File: config.mk
export PLATFORM = sky130hd
export DESIGN_NAME = config_streamer
export DESIGN_NICKNAME = d
export VERILOG_FILES = /design/src/rtl/cfg_stream_pkg.sv /design/src/rtl/cfg_rb_deser.sv /design/src/rtl/config_streamer.sv
export SDC_FILE = /design/constraint.sdc
export NUM_CORES = 1
export LEC_CHECK = 0
export ABC_CLOCK_PERIOD_IN_PS = 2950
export CORE_MARGIN = 4
export CORE_UTILIZATION = 58
export CTS_BUF_LIST = sky130_fd_sc_hd__clkbuf_8
export DETAILED_ROUTE_END_ITERATION = 8
export GPL_ROUTABILITY_DRIVEN = 1
export GPL_TIMING_DRIVEN = 0
export PLACE_DENSITY = 0.83
export SLEW_MARGIN = 20
export SYNTH_ARGS = -nofsm -noshare
export SYNTH_HDL_FRONTEND = slang
export SYNTH_HIERARCHICAL = 1
export SYNTH_SLANG_ARGS = --single-unit
File: constraint.sdc
create_clock -name Config_Clock -period 2.95 [get_ports Config_Clock]
set_input_delay 0.885 -clock Config_Clock [delete_from_list [all_inputs] [get_ports Config_Clock]]
set_output_delay 0.885 -clock Config_Clock [all_outputs]
set_load 0.1 [all_outputs]
File: src/rtl/cfg_stream_pkg.sv
// Shared types and constants for the configuration-chain streamer.
package cfg_stream_pkg;

    localparam int WORD_W_DEF = 32;
    localparam int LEN_W_DEF  = 16;

    typedef enum logic [1:0] {
        ST_IDLE  = 2'd0,
        ST_LOAD  = 2'd1,
        ST_SHIFT = 2'd2,
        ST_DONE  = 2'd3
    } cfg_state_t;

    // Smaller of two unsigned quantities; sizes the bit count of a word load.
    function automatic int unsigned min_u(input int unsigned a, input int unsigned b);
        return (a < b) ? a : b;
    endfunction

endpackage

File: src/rtl/cfg_rb_deser.sv
// Readback deserializer: packs chain-tail bits LSB first into words.
module cfg_rb_deser
    import cfg_stream_pkg::*;
#(
    parameter int WORD_W = WORD_W_DEF,
    parameter int LEN_W  = LEN_W_DEF
) (
    input  logic              Config_Clock,
    input  logic              Config_Reset_n,
    input  logic              clr,
    input  logic              cap_en,
    input  logic              cap_bit,
    input  logic              last_bit,
    output logic [WORD_W-1:0] rb_word,
    output logic              rb_valid
);

    logic [WORD_W-1:0] acc;
    logic [WORD_W-1:0] acc_nx;
    logic [LEN_W-1:0]  rbcnt;
    logic              word_full;

    assign acc_nx    = acc | (WORD_W'(cap_bit) << rbcnt);
    assign word_full = (rbcnt == LEN_W'(WORD_W - 1));

    // Capture one tail bit per shift; publish on a full word or on the stream's last bit.
    always_ff @(posedge Config_Clock or negedge Config_Reset_n) begin
        if (!Config_Reset_n) begin
            acc      <= '0;
            rbcnt    <= '0;
            rb_word  <= '0;
            rb_valid <= 1'b0;
        end else begin
            rb_valid <= 1'b0;
            if (clr) begin
                acc     <= '0;
                rbcnt   <= '0;
                rb_word <= '0;
            end else if (cap_en) begin
                if (word_full || last_bit) begin
                    rb_word  <= acc_nx;
                    rb_valid <= 1'b1;
                    acc      <= '0;
                    rbcnt    <= '0;
                end else begin
                    acc   <= acc_nx;
                    rbcnt <= rbcnt + LEN_W'(1);
                end
            end
        end
    end

endmodule

File: src/rtl/config_streamer.sv
// Streams host configuration words serially into a scan chain and reads the
// chain tail back into words.
//
//   state    | meaning
//   ---------+-------------------------------------------------------------
//   ST_IDLE  | waiting for start; chain_len sampled on start
//   ST_LOAD  | word_ready high, waiting for the next host word
//   ST_SHIFT | one bit per cycle onto ConfigOut with shift_en high
//   ST_DONE  | one-cycle done pulse, then back to idle
module config_streamer
    import cfg_stream_pkg::*;
#(
    parameter int WORD_W = WORD_W_DEF,
    parameter int LEN_W  = LEN_W_DEF
) (
    input  logic              Config_Clock,
    input  logic              Config_Reset_n,
    input  logic              start,
    input  logic [LEN_W-1:0]  chain_len,
    input  logic              abort,
    input  logic              word_valid,
    input  logic [WORD_W-1:0] word_data,
    output logic              word_ready,
    output logic              ConfigOut,
    output logic              shift_en,
    input  logic              ChainTail,
    output logic [WORD_W-1:0] rb_word,
    output logic              rb_valid,
    output logic              busy,
    output logic              done
);

    cfg_state_t        state, state_nx;
    logic [WORD_W-1:0] sreg, sreg_nx;
    logic [LEN_W-1:0]  bitcnt, bitcnt_nx;
    logic [LEN_W-1:0]  remaining, rem_nx;
    logic              last_bit;

    assign busy       = (state != ST_IDLE);
    assign word_ready = (state == ST_LOAD) && !abort;
    assign last_bit   = (state == ST_SHIFT) && (remaining == LEN_W'(1));

    // Next-state and datapath update; abort overrides every transition.
    always_comb begin
        state_nx  = state;
        sreg_nx   = sreg;
        bitcnt_nx = bitcnt;
        rem_nx    = remaining;
        unique case (state)
            ST_IDLE: begin
                if (start) begin
                    if (chain_len != '0) begin
                        rem_nx   = chain_len;
                        state_nx = ST_LOAD;
                    end else begin
                        state_nx = ST_DONE;
                    end
                end
            end
            ST_LOAD: begin
                if (word_valid && word_ready) begin
                    sreg_nx   = word_data;
                    bitcnt_nx = LEN_W'(min_u(32'(remaining), WORD_W));
                    state_nx  = ST_SHIFT;
                end
            end
            ST_SHIFT: begin
                sreg_nx   = sreg >> 1;
                bitcnt_nx = (bitcnt != '0) ? bitcnt - LEN_W'(1) : '0;
                rem_nx    = (remaining != '0) ? remaining - LEN_W'(1) : '0;
                if (remaining <= LEN_W'(1)) begin
                    state_nx = ST_DONE;
                end else if (bitcnt <= LEN_W'(1)) begin
                    state_nx = ST_LOAD;
                end
            end
            ST_DONE: begin
                state_nx = ST_IDLE;
            end
            default: begin
                state_nx = ST_IDLE;
            end
        endcase
        if (abort) begin
            state_nx  = ST_IDLE;
            sreg_nx   = '0;
            bitcnt_nx = '0;
            rem_nx    = '0;
        end
    end

    // State register plus registered chain strobes so the chain sees clean levels.
    always_ff @(posedge Config_Clock or negedge Config_Reset_n) begin
        if (!Config_Reset_n) begin
            state     <= ST_IDLE;
            sreg      <= '0;
            bitcnt    <= '0;
            remaining <= '0;
            shift_en  <= 1'b0;
            ConfigOut <= 1'b0;
            done      <= 1'b0;
        end else begin
            state     <= state_nx;
            sreg      <= sreg_nx;
            bitcnt    <= bitcnt_nx;
            remaining <= rem_nx;
            shift_en  <= (state_nx == ST_SHIFT);
            ConfigOut <= (state_nx == ST_SHIFT) && sreg_nx[0];
            done      <= (state_nx == ST_DONE);
        end
    end

    cfg_rb_deser #(
        .WORD_W (WORD_W),
        .LEN_W  (LEN_W)
    ) u_rb_deser (
        .Config_Clock   (Config_Clock),
        .Config_Reset_n (Config_Reset_n),
        .clr            (abort),
        .cap_en         (shift_en),
        .cap_bit        (ChainTail),
        .last_bit       (last_bit),
        .rb_word        (rb_word),
        .rb_valid       (rb_valid)
    );

endmodule

* Word level (Yosys, flattened, before mapping)
Cells that the tools add are included.
** Word-level totals
- Flip-flop bits (word level) :: 150
- Input bits :: 54
- Output and inout bits :: 38
- Logic and storage cells :: 80
** Operators by class
- Add/sub/neg operators :: 3
- Order comparisons :: 3
- Eq/ne operators :: 10
- Shift-type cells :: 1
- Multiplexer cells :: 32
- Bitwise operators :: 1
- Reduce and logical (&&, ||, !) cells :: 18
** Operator list (number)
- $mux W32 :: 8
- $mux W16 :: 11
- $pmux W16 S2 :: 2
- $pmux W32 S2 :: 1
- $reduce_bool A16 Y1 :: 3
- $le A16 B1 Y1 const B :: 2
- $or A32 B32 Y32 :: 1
- $shl A1 B16 Y32 :: 1
- $sub A16 B1 Y16 const B :: 2
- $add A16 B1 Y16 const B :: 1
- $eq A16 B1 Y1 const B :: 1
- $eq A16 B5 Y1 const B :: 1
- $lt A16 B6 Y1 const B :: 1
- $mux W2 :: 6
- $eq A2 B2 Y1 const B :: 4
- $pmux W2 S4 :: 1
- $ne A3 B3 Y1 const B :: 2
- $reduce_bool A2 Y1 :: 3
- $reduce_bool A3 Y1 :: 2
- $logic_and A1 B1 Y1 :: 4
- $reduce_and A2 Y1 :: 2
- $mux W1 :: 3
- $ne A3 B2 Y1 const B :: 1
- $reduce_and A3 Y1 :: 1
- other kinds (4) :: 4

* Logic depth before layout (Yosys ltp)
Gate-level depths: netlist of the first run.
- Depth in word-level cells :: 8
- Mapped depth :: 11

* Modules after synthesis
Netlist of the first run, hierarchy kept.
** Modules (own cells, without submodules)
- config_streamer :: times used 1, cells each 436, area an instance 3902.5 um^2
- cfg_rb_deser :: times used 1, cells each 383, area an instance 3743.6 um^2

* Worst setup path before layout of the first run
Ideal clock, no wire load.
- Path kind :: in2out
- Start :: in abort
- End :: out word_ready
- Arrival :: 2.591 ns
- Slack :: -0.526 ns
- Stages :: 3
- Buffers on the path :: 2
- Cells stage by stage :: clkbuf_1 -> clkbuf_1 -> nor2b_1
** Between the ends
- Cells in the longest elaborated chain, start to end :: 2
** RTL lines
- start: declaration :: RTL line config_streamer.sv:20 : input logic abort,
- $logic_not A1 Y1 :: RTL line config_streamer.sv:40 : assign word_ready = (state == ST_LOAD) && !abort;
- $logic_and A1 B1 Y1 :: RTL line config_streamer.sv:40
- end: declaration :: RTL line config_streamer.sv:23 : output logic word_ready,
No other way between the ends.

* Worst setup path in the final report of the first run
Same ends and word-level chain as after synthesis.

==> results of run 1 <==
## through the flow
stage          worst slack (ps)  cell area, sq um  cells    util  total power [mW]
2_1_floorplan             283.3              7654    819       -             4.107
6_report                  61.18              9244   1117  0.7237             6.399
3_3_place_gp              -4825              8780   1082  0.6873             4.663
3_5_place_dp              -1340              8812   1083  0.6899             4.761
4_1_cts                   36.11              9225   1115  0.7222             6.369
5_1_grt                   11.25              9244   1117  0.7237             6.752
## sequential cells by signal (all words and copies together) (netlist names)
register and flops:
ConfigOut 1, u_rb_deser/acc 32, u_rb_deser/rb_valid 1, done 1, sreg 32, remaining 16, u_rb_deser/rb_word 32, u_rb_deser/rbcnt 16
shift_en 1, state 2, bitcnt 16
## routing by layer
layer / wire (um) / part of all wire / vias to the layer above / global-route usage
li1: - / - / 3215 / -
met5: 0 / 0 / - / 0
met3: 1405 / 0.068 / 41 / 0.05438
met1: 8451 / 0.41 / 3409 / 0.3661
met2: 10310 / 0.50 / 329 / 0.4643
met4: 432 / 0.021 / 0 / 0.1211
## report_power, final
part | switching [mW] | leakage (nW) | internal, mW | total [mW]
logic | 1.51 | 1.59 | 0.844 | 2.35
registers | 0.217 | 2.07 | 2.23 | 2.44
clock network | 0.785 | 0.204 | 0.815 | 1.60
## what timing repair did
item,4_1_cts,5_1_grt
endpoints found under the setup margin,84,37
pin swaps,1,1
setup buffers,1,2
gates resized for setup,20,4
## worst max-delay path, delay by kind of cell
| kind | cells | cell delay, ps |
|---|---|---|
| buf+inv | 4 | 980 |
| simple gates | 1 | 130 |
## how the worst min path moves through the flow
stage          slack, ps  cells past startpoint               endpoint             startpoint
2_1_floorplan        450                      2     u_rb_deser/acc[23]     u_rb_deser/acc[23]
3_3_place_gp         460                      2  u_rb_deser/rb_word[4]  u_rb_deser/rb_word[4]
3_5_place_dp         470                      2  u_rb_deser/rb_word[4]  u_rb_deser/rb_word[4]
4_1_cts              380                      1             bitcnt[12]         Config_Reset_n
5_1_grt              390                      1             bitcnt[12]         Config_Reset_n
6_report             370                      1             bitcnt[12]         Config_Reset_n
## placed cells by master (no fill, tap or decap), types with 5 or more instances in the layout
cell / count
inv_1: 21
clkbuf_8: 20
nor4_1: 13
or3_1: 10
and4_1: 6
a21oi_1: 69
buf_2: 9
xnor2_1: 5
nor3_1: 21
clkdlybuf4s50_1: 86
clkbuf_1: 26
buf_4: 6
a32o_1: 5
a22o_1: 9
nor2b_1: 7
ha_1: 10
a31oi_1: 24
or2_2: 5
buf_6: 8
dfrtp_1: 150
nand2_1: 99
nand2b_1: 10
a22oi_1: 35
nand3_1: 6
o21ai_1: 14
o21ai_0: 86
or4_1: 5
nor2_1: 66
## cell type report
type,instances,share of cell area
tap,172,0.02328
timing repair buffer,95,0.1041
multi-input combinational,595,0.3836
inverter,19,0.007715
buffer,54,0.03140
clock buffer,20,0.02978
sequential,150,0.4061
clock inverter,12,0.01408
## logic make-up after synthesis
kind of cell,Yosys count,synth area share
adder cells (fa/ha/maj),10,0.01636
AO/OA/AOI/OAI,287,0.2324
XOR/XNOR,6,0.006873
buffers and inverters,74,0.04631
flip-flops,150,0.4909
AND/OR/NAND/NOR,292,0.2072
==> reports/results.tsv, run 1 <==
stage	metric	value	unit
route	vias	6994	
setup_path	timing.rr.start	remaining[8]	
synth	ys_seq_area_frac	0.4909	
setup_path	crit_top_cell	clkbuf_4	
setup_path	crit_end	word_ready	
setup_path	crit_chain	dlygate4sd2_1 > clkbuf_4 > clkbuf_4 > nor2b_4 > buf_6	
run_status	status	finished, final reports clean	
cells_and_area	seqCellArea	3754	sq um
sta	rsz0062_at_grt	no	
floorplan	dieArea	15080	sq um
cells_and_area	antennaDiodeCount	0	
setup_path	critPathArrivalTime	2000	ps
route	via_per_inst	6.261	
sta	finalClockSkew	12.90	ps
setup_path	cpMaxStageDelayCell	dlygate4sd2_1	
pwr	powerDensity	692.2	nW/um^2
cts	clockRootBuffer	clkbuf_8	
global_routing	grtUsageTotal	0.2825	
floorplan	coreArea	12770	sq um
synth	avgSynthCellArea	9.336	sq um
setup_path	r2r_slack	150	ps
sta	setup_violations	0	
sta	fin_crit_sh	0.9793	
synth	synth_ff_type	dfrtp_1	
cts	cts_tree	built	
synth	synth_common_cells	dfrtp_1, nand2_1, o21ai_0, a21oi_1, nor2_1	
cells_and_area	fill_cells	939	
floorplan	initial_core_util	0.5986	
cts	htree_levels	4	
placement	io_buffers	91	
route	first_pass_iters	6	
synth	syn_area	7646	sq um
synth	yosys_warnings	6	
global_routing	overflow	0	
synth	synth.distinct_cells	76	
cts	clkSinkCount	150	
sta	slew_violations	0	
cells_and_area	area_growth	20.90	%
run	max-cap-violations	0	
sta	hold_slack	372.4	ps
cells_and_area	multi_input_area	3546	sq um
hold_path	hold_class	in2async	
sta	setup-tns-final	0	ps
synth	synthTopCellsByArea	dfrtp_1, o21ai_0, nand2_1	
sta	relSlewSlack	0.2470	
global_routing	grt_first_pass_wirelength	33.55	mm
floorplan	std_cell_rows	41	
synth	netlist_instances	819	
synth	synth_top_area_cell	dfrtp_1	
setup_path	criticalPathCategory	in2out	
global_routing	antenna_found_initial	0	
cts	cts-buffers-inserted	17	
cells_and_area	drive_gt1_frac	0.09947	
sta	period_minus_slack	2889	ps
setup_path	worstRegToRegCells	9	
synth	yosys.area.top_type_share	0.4909	
setup_path	cp.required	2070	ps
cells_and_area	nets	996	
synth	synth_edf_count	0	
sta	hold_violations	0	
route	wire_per_inst	18.45	um
cts	clk_latency	460	ps
sta	max_freq	346.2	MHz
cts	clk_pin_slew	80	ps
sta	worstMarginPinSlew	1121	ps
floorplan	fp.dieW	122.8	um
global_routing	grt_start_max_net_pins	81	
setup_path	reg2reg_to	u_rb_deser/rb_word[30]	
synth	syn_nets	883	
setup_path	path_max_fanout	10	
cts	hold_buffers	0	
synth	synth_seq_cells	150	
pwr	power_leakage	3.861	nW
global_routing	grt_pass1_vias	6886	
route	final_antenna_net_count	0	
pwr	ir_drop	0.3457	mV
setup_path	startpoint	abort	
setup_path	cp-end-kind	output port	
floorplan	die_y	122.8	um
route	wirelength	20.60	mm
synth	synth.most_common_cell	dfrtp_1	
cts	clockBufferDepth	2	
setup_path	cpPeakStageDelay	320	ps
route	drc	0	
floorplan	io_pins	92	
setup_path	cp-start-kind	input pin	
placement	hpwl	14.72	mm
synth	async_flop_share	1.000	
route	drt-initial-drc-count	595	
placement	gp_congestion	0.9082	
Power figures use the tool's default switching activity.
==> run 2: changes to the inputs <==
--- a/config.mk
+++ b/config.mk
@@ -12,6 +12,7 @@
 export DETAILED_ROUTE_END_ITERATION = 8
 export GPL_ROUTABILITY_DRIVEN = 1
 export GPL_TIMING_DRIVEN = 0
+export HOLD_SLACK_MARGIN = 0.03
 export PLACE_DENSITY = 0.83
 export SLEW_MARGIN = 20
 export SYNTH_ARGS = -nofsm -noshare
==> results of run 2 <==
Same layout as run 1: the final DEF is identical, and so are final timing and power.
==> run 3: changes to the inputs <==
--- a/config.mk
+++ b/config.mk
@@ -5,7 +5,6 @@
 export SDC_FILE = /design/constraint.sdc
 export NUM_CORES = 1
 export LEC_CHECK = 0
-export ABC_CLOCK_PERIOD_IN_PS = 2950
 export CORE_MARGIN = 4
 export CORE_UTILIZATION = 58
 export CTS_BUF_LIST = sky130_fd_sc_hd__clkbuf_8
==> results of run 3 <==
Same layout as run 1: the final DEF is identical, and so are final timing and power.
